File: src/rtl/flick_master_gen.sv
// Flick game round sequencer: free-running LFSR arrows, answer judging, score/streak, lockout and game timer.
// Optional build macro FLICK_STREAK_BONUS_EN scales the per-answer score increment with the current streak.
module flick_master_gen #(
    parameter logic [2:0] GAME_ID    = 3'd0,
    parameter int         GAME_TICKS = 3000,
    parameter int         LOCK_TICKS = 50,
    parameter int         SCORE_W    = 10,
    parameter int         STREAK_W   = 6,
    parameter logic [7:0] LFSR_SEED  = 8'hA5,
    parameter logic [3:0] KEY_UP     = 4'd2,
    parameter logic [3:0] KEY_DOWN   = 4'd8,
    parameter logic [3:0] KEY_LEFT   = 4'd4,
    parameter logic [3:0] KEY_RIGHT  = 4'd6
) (
    input  logic                clk_100,
    input  logic                rst,
    input  logic [2:0]          game_en,
    input  logic                start,
    input  logic [3:0]          key,
    input  logic                pressed,
    output logic [1:0]          arrow_dir,
    output logic                arrow_inv,
    output logic                arrow_vld,
    output logic                point,
    output logic                miss,
    output logic [SCORE_W-1:0]  score,
    output logic [STREAK_W-1:0] streak,
    output logic [11:0]         time_left,
    output logic                game_over
);
    typedef enum logic [1:0] {IDLE, SHOW, LOCK, DONE} state_t;

    state_t             state, state_nxt;
    logic [7:0]         lfsr;
    logic [11:0]        lock_cnt;
    logic               enabled, key_hit, judge, correct, wrong;
    logic               time_up, lock_done, start_go, draw;
    logic [1:0]         key_dir, want_dir;
    logic [SCORE_W-1:0] score_inc;

    function automatic logic [7:0] lfsr_step(input logic [7:0] v);
        return {v[6:0], v[7] ^ v[5] ^ v[4] ^ v[3]};
    endfunction

    function automatic logic [SCORE_W-1:0] sat_add(input logic [SCORE_W-1:0] a,
                                                   input logic [SCORE_W-1:0] b);
        logic [SCORE_W:0] sum;
        sum = {1'b0, a} + {1'b0, b};
        return sum[SCORE_W] ? {SCORE_W{1'b1}} : sum[SCORE_W-1:0];
    endfunction

    function automatic logic [STREAK_W-1:0] sat_inc(input logic [STREAK_W-1:0] a);
        return (&a) ? a : a + 1'b1;
    endfunction

    assign enabled = (game_en == GAME_ID);

    always_comb begin
        key_hit = 1'b1;
        key_dir = 2'd0;
        if (key == KEY_UP)         key_dir = 2'd0;
        else if (key == KEY_DOWN)  key_dir = 2'd1;
        else if (key == KEY_RIGHT) key_dir = 2'd2;
        else if (key == KEY_LEFT)  key_dir = 2'd3;
        else                       key_hit = 1'b0;
    end

    // Inversion swaps within an axis: up<->down (0/1), right<->left (2/3).
    assign want_dir  = arrow_dir ^ {1'b0, arrow_inv};
    assign judge     = enabled && (state == SHOW) && pressed && !start && key_hit;
    assign correct   = judge && (key_dir == want_dir);
    assign wrong     = judge && (key_dir != want_dir);
    assign time_up   = ((state == SHOW) || (state == LOCK)) && (time_left == 12'd1);
    assign lock_done = (state == LOCK) && (lock_cnt <= 12'd1);
    assign start_go  = enabled && start && ((state == IDLE) || (state == DONE));
    assign draw      = start_go || correct || (enabled && lock_done && !time_up);

    always_comb begin
`ifdef FLICK_STREAK_BONUS_EN
        if ((streak >> 3) >= STREAK_W'(3)) score_inc = SCORE_W'(4);
        else                               score_inc = SCORE_W'(streak >> 3) + SCORE_W'(1);
`else
        score_inc = SCORE_W'(1);
`endif
    end

    always_ff @(posedge clk_100 or posedge rst) begin
        if (rst) state <= IDLE;
        else     state <= state_nxt;
    end

    always_comb begin
        state_nxt = state;
        if (!enabled) begin
            state_nxt = IDLE;
        end else begin
            case (state)
                IDLE, DONE: if (start) state_nxt = SHOW;
                SHOW: begin
                    if (time_up)    state_nxt = DONE;
                    else if (wrong) state_nxt = LOCK;
                end
                LOCK: begin
                    if (time_up)        state_nxt = DONE;
                    else if (lock_done) state_nxt = SHOW;
                end
                default: state_nxt = IDLE;
            endcase
        end
    end

    always_comb begin
        arrow_vld = (state == SHOW);
        game_over = (state == DONE);
    end

    always_ff @(posedge clk_100 or posedge rst) begin
        if (rst) begin
            lfsr      <= LFSR_SEED;
            arrow_dir <= 2'd0;
            arrow_inv <= 1'b0;
            point     <= 1'b0;
            miss      <= 1'b0;
            score     <= '0;
            streak    <= '0;
            time_left <= 12'd0;
            lock_cnt  <= 12'd0;
        end else begin
            lfsr  <= lfsr_step(lfsr);
            point <= correct;
            miss  <= wrong;
            if (draw) begin
                arrow_dir <= lfsr[1:0];
                arrow_inv <= lfsr[2];
            end
            if (!enabled) begin
                time_left <= 12'd0;
            end else if (start_go) begin
                time_left <= 12'(GAME_TICKS);
                score     <= '0;
                streak    <= '0;
            end else begin
                if ((state == SHOW) || (state == LOCK)) time_left <= time_left - 12'd1;
                if (correct) begin
                    score  <= sat_add(score, score_inc);
                    streak <= sat_inc(streak);
                end
                if (wrong) begin
                    streak   <= '0;
                    lock_cnt <= 12'(LOCK_TICKS);
                end else if ((state == LOCK) && (lock_cnt != 12'd0)) begin
                    lock_cnt <= lock_cnt - 12'd1;
                end
            end
        end
    end
endmodule

File: config.mk
export PLATFORM = sky130hd
export DESIGN_NAME = flick_master_gen
export DESIGN_NICKNAME = d
export VERILOG_FILES = /design/src/rtl/flick_master_gen.sv
export SDC_FILE = /design/constraint.sdc
export NUM_CORES = 1
export LEC_CHECK = 0
export BUFFER_PORTS_ARGS = -buffer_cell sky130_fd_sc_hd__buf_2
export CAP_MARGIN = 20
export CELL_PAD_IN_SITES_DETAIL_PLACEMENT = 0
export CELL_PAD_IN_SITES_GLOBAL_PLACEMENT = 1
export CORE_ASPECT_RATIO = 1.75
export CORE_MARGIN = 3
export CORE_UTILIZATION = 44
export CTS_CLUSTER_DIAMETER = 40
export CTS_CLUSTER_SIZE = 40
export DETAILED_ROUTE_END_ITERATION = 8
export PLACE_DENSITY_LB_ADDON = 0.15
export SYNTH_ARGS = -nofsm -noshare
export SYNTH_HDL_FRONTEND = slang
export SYNTH_SLANG_ARGS = --single-unit
File: constraint.sdc
create_clock -name clk_100 -period 2.5 [get_ports clk_100]
set_input_delay 0.25 -clock clk_100 [delete_from_list [all_inputs] [get_ports clk_100]]
set_output_delay 0.25 -clock clk_100 [all_outputs]
set_load 0.01 [all_outputs]
=== Word level (Yosys, flattened, before mapping) ===
Cells that the tools add are included.
W data, S select, Z words.

* Add/subtract/negate cells: 4
* $lt $le $gt $ge: 1
* Equality and inequality tests: 15
* Mux-type cells: 27
* Bitwise operators: 5
* Reductions and logical operators: 31

{| class="wikitable"
|+ Operators with widths
! cell !! number
|-
| $mux W12 || 5
|-
| $mux W10 || 3
|-
| $mux W6 || 4
|-
| $sub A12 B1 Y12 const B || 2
|-
| $mux W2 || 10
|-
| $logic_and A1 B1 Y1 || 13
|-
| $eq A12 B1 Y1 const B || 1
|-
| $le A12 B1 Y1 const B || 1
|-
| $reduce_bool A12 Y1 || 1
|-
| $add A10 B1 Y11 const B || 1
|-
| $reduce_and A3 Y1 || 3
|-
| $eq A4 B3 Y1 const B || 2
|-
| $add A6 B1 Y6 const B || 1
|-
| $ne A3 B3 Y1 const B || 2
|-
| $pmux W2 S3 || 1
|-
| $reduce_and A6 Y1 || 1
|-
| $eq A2 B2 Y1 const B || 2
|-
| $eq A4 B2 Y1 const B || 1
|-
| $eq A4 B4 Y1 const B || 1
|-
| $logic_or A1 B1 Y1 || 4
|-
| $mux W1 || 4
|-
| $ne A4 B2 Y1 const B || 1
|-
| $ne A4 B4 Y1 const B || 1
|-
| $reduce_bool A2 Y1 || 2
|-
| 13 further kinds || 16
|}

* Flip-flop bits (word level): 55
* Bits of input ports: 11
* Output and inout bits: 35
* Logic and storage cells: 93

=== Longest topological paths before layout ===
Gate-level depths: netlist (run 1).

* Word-level depth: 11
* Depth in mapped cells: 8

=== Worst setup path after synthesis (run 1) ===
OpenSTA, ideal clock, no wires.

* Path type: register to register
* Start point: register state[0]
* End point: register arrow_dir[0]
* Library setup time: 0.128 ns
* Data arrival time: 2.143 ns
* Data required time: 2.372 ns
* Path slack: 0.229 ns
* Stages on the path, launching flop included: 8
* Buffers on the path: 0
* Clock period less this slack: 2.271 ns
* Path through: dfrtp_1 -> inv_1 -> ha_1 -> or3b_2 -> nor4_2 -> o31ai_2 -> a21oi_2 -> mux2_1

* Longest elaborated chain between the ends: 8

{| class="wikitable"
|+ RTL lines
! what !! line !! source
|-
| start: declaration || 33 || <nowiki>state_t state, state_nxt;</nowiki>
|-
| start signal: assignment || 89 || <nowiki>else state <= state_nxt;</nowiki>
|-
| $eq A2 B1 Y1 || 70, 73 ||
|-
| $logic_and A1 B1 Y1 (4 in series) || 70 || <nowiki>assign judge = enabled && (state == SHOW) && pressed && !start && key_hit;</nowiki>
|-
| $logic_and A1 B1 Y1 || 71 || <nowiki>assign correct = judge && (key_dir == want_dir);</nowiki>
|-
| $logic_or A1 B1 Y1 || 76 || <nowiki>assign draw = start_go || correct || (enabled && lock_done && !time_up);</nowiki>
|-
| $logic_or A1 B1 Y1 (*) || 76 ||
|-
| end signal: assignment || 133 || <nowiki>arrow_dir <= lfsr[1:0];</nowiki>
|-
| end: declaration || 21 || <nowiki>output logic [1:0] arrow_dir,</nowiki>
|}

Mark *: on every way between the ends. The rest lies on a longest branch, timed or not.
A chain may end at the register's enable or synchronous reset.

=== Final worst setup path (run 1) ===
* Start point: register lock_cnt[6]
* End point: register arrow_dir[1]

* Longest elaborated chain between the ends: 5

{| class="wikitable"
|+ RTL lines
! what !! line !! source
|-
| start: declaration || 35 || <nowiki>logic [11:0] lock_cnt;</nowiki>
|-
| start signal: assignment || 150 || <nowiki>lock_cnt <= 12'(LOCK_TICKS);</nowiki>
|-
| start signal: assignment || 152 || <nowiki>lock_cnt <= lock_cnt - 12'd1;</nowiki>
|-
| $le A12 B1 Y1 || 74 || <nowiki>assign lock_done = (state == LOCK) && (lock_cnt <= 12'd1);</nowiki>
|-
| $logic_and A1 B1 Y1 || 74 ||
|-
| $logic_and A1 B1 Y1 (2 in series) || 76 ||
|-
| $logic_or A1 B1 Y1 || 76 ||
|}

No other way between the ends.

==> summary.txt, run 1 <==
Logic synthesis
  – Netlist Area Pre-Place: 2960 µm²
  – Most area-hungry cell type in the Yosys netlist: sky130_fd_sc_hd__dfrtp_1
  – Average cell area after synthesis: 10.1 µm²
  – Nets in the synthesized netlist: 314
  – Post-synthesis cell count: 293
  – Most frequent cells after synthesis: sky130_fd_sc_hd__dfrtp_1 (51), sky130_fd_sc_hd__nor2_1 (27), sky130_fd_sc_hd__xnor2_1 (20)
  – Warnings, synthesis: 0
  – Top cells by area in the synthesized netlist: sky130_fd_sc_hd__dfrtp_1 (43%), sky130_fd_sc_hd__xnor2_1 (5.9%), sky130_fd_sc_hd__ha_1 (4.2%), sky130_fd_sc_hd__dfstp_2 (3.5%), sky130_fd_sc_hd__nor2_1 (3.4%)
  – Most used standard cell by instance count after synthesis: sky130_fd_sc_hd__dfrtp_1
  – Post-synthesis sequential area ratio: 0.466
  – Yosys reg bits: 55
  – Number of flops mapped to enable cells by yosys: 0
  – Most used flip-flop cell after synthesis: sky130_fd_sc_hd__dfrtp_1
  – Area share of the leading cell type in the synthesized netlist: 0.431
  – Async set-reset flop share out of synthesis: 1.00
  – Synth unique cells: 56

Global routing
  – Antenna violations before repair: 0
  – Total gr overflow: 0
  – Maximum number of pins on one net before global-route repair: 22
  – Global-route wire length before repair: 11.6 mm
  – Vias in the first global route: 2,392
  – GRT Overall Usage: 0.195

Place
  – Gp weighted congestion: 0.777
  – Placed cell areas: 3370 µm²
  – Half-perimeter wire length after detailed placement: about 5.3 mm
  – Number of buffers inserted by port buffering: 45

Timing
  – Worst slew margin relative to its limit: 0.617
  – Achievable Freq: 428 MHz
  – Total negative setup slack: 0 ps
  – Clock Skew: 5.07 ps
  – Final hold viol count: 0
  – Final setup violation count: 0
  – Worst slew pin tran: approximately 570 ps
  – Min Tclk post-route: 2340 ps
  – Fin. max-slew vios: 0
  – Period utilization: 0.935
  – Setup repair after global routing missed its margin: no

Drt
  – Routed Wire Length: 6.84 mm
  – Count of unresolved DRC violations after routing: 0
  – DR WL/cell: roughly 16 µm
  – 1st-iter DRT viols: 80
  – Via/cell ratio: 5.64
  – Drt pass-1 iters: 4
  – Vias: 2,453
  – Count of antenna-violating nets left after detailed routing: 0

Floorplanning
  – Initial Util: 0.453
  – Std cell rows: 39
  – Die span in y: 115 µm
  – Horizontal die dimension: slightly below 70 µm
  – Area inside the core boundary: 6540 µm²
  – Top-Level Pins: 46
  – Total die area: 7790 µm²

Finish
  – Layout cell share with drive strength beyond 1: 0.258
  – Layout-stage area growth over the synthesis result: 19.1%
  – Fillcell total: 640
  – Total area of sequential cells: 1380 µm²
  – # nets final: roughly 370
  – Antenna diode count: 0
  – Post-layout instance area: 3530 µm²
  – Combined area of the multi-input logic cells: 1490 µm²

Clock tree
  – Number of sinks driven by the clock tree: 55
  – H-tree Lvls: 2
  – TritonCTS clock tree: built
  – Clock latency reported for the late side of the worst-skew pair: approximately 300 ps
  – Clock transition at the register clock pins on the worst setup and hold paths after CTS: 70 ps
  – Maximum number of buffers from clock root to sink: 2
  – Clock root buffer master: sky130_fd_sc_hd__clkbuf_16
  – Clock buffer count from CTS: 5
  – Number of instances resized during post-cts repair: 0

Setup path
  – CP required: 2680 ps
  – CP startpoint kind: register
  – Worst r2r path cells: 5
  – Maximum fanout count along the critical path: 5
  – Crit. End Element: register
  – Launch instance of the worst register-to-register path: lock_cnt[6]
  – Data arrival time of the critical path: 2520 ps
  – Kind of critical path: register to register
  – Slack of the worst reg-to-reg path: 160 ps
  – Crit path launch: lock_cnt[6]
  – Reg-to-Reg End: arrow_dir[1]

Worst hold path
  – Launch point of the worst hold path: start
  – Terminating pin of the worst hold path: time_left[3]
  – Depth of the worst hold-timing path: 3
  – Kind of path behind the tightest hold check: primary input to register

Power and ir drop
  – Leak: around 1.7 nW
  – Peak supply drop: between 0.4 and 0.5 mV
  – Post-layout total power: 0.00180 W
  – Power density relative to cell area: 509 nW/µm²

Run status
  – Outcome: finished clean

Job
  – Number of violations of the max-capacitance limit: 0
==> layout make-up <==
cell class / count / share of cell area
multi-input cells: 213 / 0.421
flip-flops and latches: 55 / 0.391
repair buffers: 62 / 0.101
clock buffers: 5 / 0.0354
well taps: 82 / 0.0291
inverters: 15 / 0.0160
clock inverters: 3 / 0.00674
==> worst max-delay path, stage by stage, from the launching register on <==
cell                      delay [ps]
sky130_fd_sc_hd__dfrtp_1         420
sky130_fd_sc_hd__or4_4           580
sky130_fd_sc_hd__or4_4           530
sky130_fd_sc_hd__o31ai_2         250
sky130_fd_sc_hd__a21oi_2         110
sky130_fd_sc_hd__mux2_1          330
==> worst max path at each step <==
| stage | end | slack [ps] | depth (start not counted) |
|---|---|---|---|
| after floorplan | arrow_dir[0] | 230 | 7 |
| after global placement | arrow_dir[1] | 210 | 5 |
| final | arrow_dir[1] | 160 | 5 |
| after detailed placement | arrow_inv | 160 | 5 |
| after CTS | arrow_dir[1] | 150 | 5 |
| after global routing | time_left[10] | 40 | 7 |
==> what timing repair did <==
item,4_1_cts,5_1_grt
hold endpoints to repair,15,0
setup buffers,0,0
hold buffers,1,0
==> layer usage <==
| layer | share of wire | global-route usage | up-vias |
|---|---|---|---|
| met3 | 0.032 | 0.0265 | 9 |
| met1 | 0.38 | 0.222 | 1204 |
| met2 | 0.57 | 0.356 | 47 |
| li1 | - | - | 1193 |
| met5 | 0 | 0 | - |
| met4 | 0.018 | 0.0677 | 0 |
==> stage by stage <==
step | util | setup WS [ps] | std cells | hold WS [ps]
final | 0.540 | 163 | 435 | 358
after global routing | 0.540 | 42.6 | 435 | 387
after CTS | 0.540 | 150 | 435 | 358
after detailed placement | 0.515 | 164 | 426 | 271
after global placement | 0.515 | 213 | 426 | 267
after floorplan | - | 229 | 293 | 333
==> logic make-up (layout without fill, tap and decap cells) <==
family                     count (synthesis)  after routing  share of synthesized area
buffers and inverters                     25             85                     0.0325
DFF                                       55             55                      0.466
and+or+nand+nor                          113            113                      0.222
adders and majority gates                 10             10                     0.0422
AOI/OAI and AO/OA                         61             61                      0.149
xor gates and xnor gates                  25             25                     0.0739
muxes                                      4              4                     0.0148
==> registers in the layout, summed over array words and instances (netlist names) <==
register / cells
arrow_dir: 2
arrow_inv: 1
lfsr: 8
lock_cnt: 12
miss: 1
point: 1
score: 10
state: 2
streak: 6
time_left: 12
==> power breakdown <==
part / switching, W / leakage [nW] / internal [W]
clock: 0.000335 / 0.0664 / 0.000375
sequential: 0.0000171 / 0.741 / 0.000903
combinational: 0.0000993 / 0.898 / 0.0000665
==> placed cells by master, fill, tap and decap left out, types with 3 or more instances in the layout <==
cell                        synthesis  layout
sky130_fd_sc_hd__dfrtp_1           51      51
sky130_fd_sc_hd__buf_2              2      45
sky130_fd_sc_hd__nor2_1            27      27
sky130_fd_sc_hd__xnor2_1           20      20
sky130_fd_sc_hd__nand2_1           16      16
sky130_fd_sc_hd__buf_4              0      16
sky130_fd_sc_hd__nor4_1            15      15
sky130_fd_sc_hd__a21oi_1           15      15
sky130_fd_sc_hd__inv_1             14      13
sky130_fd_sc_hd__ha_1              10      10
sky130_fd_sc_hd__o21ai_0            9       9
sky130_fd_sc_hd__nor3_1             9       9
sky130_fd_sc_hd__or3_1              7       7
sky130_fd_sc_hd__a311oi_1           7       7
sky130_fd_sc_hd__and3_1             6       6
sky130_fd_sc_hd__xor2_1             5       5
sky130_fd_sc_hd__clkbuf_16          0       5
sky130_fd_sc_hd__or4_1              4       4
sky130_fd_sc_hd__nand3_1            4       4
sky130_fd_sc_hd__or2_2              4       4
sky130_fd_sc_hd__a211oi_1           4       4
sky130_fd_sc_hd__o21a_1             4       4
sky130_fd_sc_hd__dfstp_2            4       4
sky130_fd_sc_hd__and4_1             3       3
sky130_fd_sc_hd__mux2_1             3       3
Note: power is estimated with default switching activity, not from simulation.
==> run 2, diff against run 1 <==
Clock period 2.5 ns to 2.2 ns, I/O delays scaled along.
==> run 2 against run 1 <==
Against the previous run:
- the flow now finishes with violations (setup timing)
- non-clock buffer count grew 26
- sequential cell count is the same
- combinational power grew 45%
- sequential power grew 13%
- wire length grew 6.3%
- clock power grew 12%
- critical path type unchanged
- largest power group unchanged
==> summary.txt, run 2 (same netlist as run 1, synthesis figures left out) <==
Run status
  – Outcome: finished, violations left
  – Violations in the final reports: setup timing

Drt
  – Routed Wire Length: 7.28 mm (+6.3%)
  – 1st-iter DRT viols: 116 (+45%)
  – Drt pass-1 iters: 4 (unchanged)
  – Count of unresolved DRC violations after routing: 0 (unchanged)
  – Count of antenna-violating nets left after detailed routing: 0 (unchanged)
  – Vias: 2,560 (+4.4%)
  – DR WL/cell: 15.8 µm (+0.34%)
  – Via/cell ratio: 5.55 (-1.5%)

Setup path
  – Reg-to-Reg End: arrow_dir[1]
  – Maximum fanout count along the critical path: 3 (-2)
  – Slack of the worst reg-to-reg path: -40 ps (-210 ps)
  – CP startpoint kind: register
  – Data arrival time of the critical path: 2430 ps (-90 ps)
  – CP required: 2380 ps (-300 ps)
  – Crit. End Element: register
  – Kind of critical path: register to register
  – Worst r2r path cells: 5 (unchanged)
  – Launch instance of the worst register-to-register path: lock_cnt[8]

Floorplanning
  – Horizontal die dimension: 68.0 µm (unchanged)
  – Initial Util: 0.453 (unchanged)
  – Area inside the core boundary: 6540 µm² (unchanged)
  – Std cell rows: 39 (unchanged)
  – Top-Level Pins: 46 (unchanged)
  – Die span in y: 115 µm (unchanged)
  – Total die area: 7790 µm² (unchanged)

Job
  – Number of violations of the max-capacitance limit: 0 (unchanged)

Timing
  – Fin. max-slew vios: 0 (unchanged)
  – Total negative setup slack: -110 ps (-110 ps)
  – Worst slew pin tran: 554 ps (-18.5 ps)
  – Setup repair after global routing missed its margin: yes
  – Clock Skew: 3.61 ps (-1.46 ps)
  – Achievable Freq: 446 MHz (+4.1%)
  – Final setup violation count: 3 (+3)
  – Fin worst setup slack: -44.2 ps (-207 ps)
  – Period utilization: 1.02 (+0.0853)
  – Min Tclk post-route: 2240 ps (-92.7 ps)
  – Worst slew margin relative to its limit: 0.630 (+0.0132)
  – Final hold viol count: 0 (unchanged)

Clock tree
  – Clock latency reported for the late side of the worst-skew pair: 290 ps (about the same)
  – Clock transition at the register clock pins on the worst setup and hold paths after CTS: 70 ps (about the same)
  – Number of sinks driven by the clock tree: 55 (unchanged)
  – H-tree Lvls: 2 (unchanged)
  – Number of buffers inserted to repair setup after CTS: 0 (unchanged)
  – Clock buffer count from CTS: 5 (unchanged)
  – TritonCTS clock tree: built
  – Maximum number of buffers from clock root to sink: 2 (unchanged)
  – Clock root buffer master: sky130_fd_sc_hd__clkbuf_16

Power and ir drop
  – Leak: 1.87 nW (+9.5%)
  – Peak supply drop: 0.370 mV (-18%)
  – Power density relative to cell area: 542 nW/µm² (+6.5%)

Global routing
  – Maximum number of pins on one net before global-route repair: 32 (+45%)
  – Vias in the first global route: 2,550 (+6.6%)
  – Antenna violations before repair: 0 (unchanged)
  – Global-route wire length before repair: 11.9 mm (+2.0%)
  – GRT Overall Usage: 0.201 (+0.00662)
  – Total gr overflow: 0 (unchanged)

Place
  – Half-perimeter wire length after detailed placement: 5.47 mm (+4.1%)
  – Worst slack at placement: -43.1 ps (-207 ps)
  – Gp weighted congestion: 0.873 (+12%)
  – Number of buffers inserted by port buffering: 45 (unchanged)

Finish
  – Layout-stage area growth over the synthesis result: 29.2%
  – Most common cell after layout, fill and taps aside: sky130_fd_sc_hd__dfrtp_1
  – # nets final: 399 (+7.0%)
  – Biggest registers after layout: lock_cnt: 12 flops, time_left: 12 flops, score: 10 flops
  – Antenna diode count: 0 (unchanged)
  – Fillcell total: 603 (-5.8%)
  – Highest-count cells in the layout ignoring fill and taps: sky130_fd_sc_hd__dfrtp_1 (51), sky130_fd_sc_hd__buf_2 (45), sky130_fd_sc_hd__buf_4 (40)
  – Layout cell share with drive strength beyond 1: 0.338 (+0.0799)

Worst hold path
  – Depth of the worst hold-timing path: 0 (-3)
  – Kind of path behind the tightest hold check: register to register
  – Terminating pin of the worst hold path: lfsr[7]
  – Launch point of the worst hold path: lfsr[6]
-- run 2: cell count changes in the layout (fill, tap and decap cells not counted), sizes merged --
| cell | delta |
|---|---|
| inv | -1 |
| buf | +26 |
| clkinvlp | -1 |
| clkinv | +2 |
-- run 2: final cells by class --
class | count | area [µm²] | area share
clock buffers | 5 | 125 | 0.0327
clock inverters | 3 | 25.0 | 0.00654
inverters | 15 | 56.3 | 0.0147
multi-input cells | 213 | 1560 | 0.408
flip-flops and latches | 55 | 1380 | 0.361
well taps | 82 | 103 | 0.0268
repair buffers | 88 | 576 | 0.150
-- run 2: worst max path at each step --
| stage | start | endpoint | slack, ps |
|---|---|---|---|
| final | lock_cnt[8] | arrow_dir[1] | -40 |
| after global routing | lock_cnt[8] | arrow_dir[1] | -80 |
| after CTS | lock_cnt[9] | arrow_inv | -40 |
| after detailed placement | lock_cnt[5] | arrow_dir[0] | -40 |
| after global placement | lock_cnt[5] | arrow_dir[1] | -8 |
| after floorplan | state[1] | score[5] | -10 |
-- run 2: per-layer routing --
metal | global-route usage | vias to the layer above | part of all wire
met2 | 0.364 | 52 | 0.55
met4 | 0.0744 | 0 | 0.015
li1 | - | 1241 | -
met3 | 0.0363 | 7 | 0.038
met5 | 0 | - | 0
met1 | 0.226 | 1260 | 0.40
-- run 2: repair_timing --
item	4_1_cts	5_1_grt
gates resized for setup	1	9
hold buffers	1	0
pin swaps	2	1
setup endpoints to repair	5	12
endpoints found under the hold margin	24	0
-- run 2: report_power, final --
part | leakage (nW) | total, W | switching, W | internal (W)
clock | 0.0700 | 0.000794 | 0.000368 | 0.000426
combinational | 1.06 | 0.000241 | 0.000134 | 0.000107
sequential | 0.741 | 0.00104 | 0.0000133 | 0.00103
-- run 2: through the flow --
stage	util	std cells	hold slack, ps	total power (W)	cell area (µm²)
after global routing	0.585	461	375	0.00218	3830
after CTS	0.580	461	363	0.00210	3790
final	0.585	461	359	0.00208	3830
after global placement	0.555	452	308	0.00129	3630
after floorplan	-	293	333	0.00120	3010
after detailed placement	0.555	452	306	0.00130	3630
-- run 2: worst max-delay path: stages (launching register included) --
cell and delay [ps]:
sky130_fd_sc_hd__dfrtp_1 380, sky130_fd_sc_hd__or4_4 540, sky130_fd_sc_hd__or4_4 550, sky130_fd_sc_hd__o31ai_4 230
sky130_fd_sc_hd__a21oi_2 110, sky130_fd_sc_hd__mux2_1 310
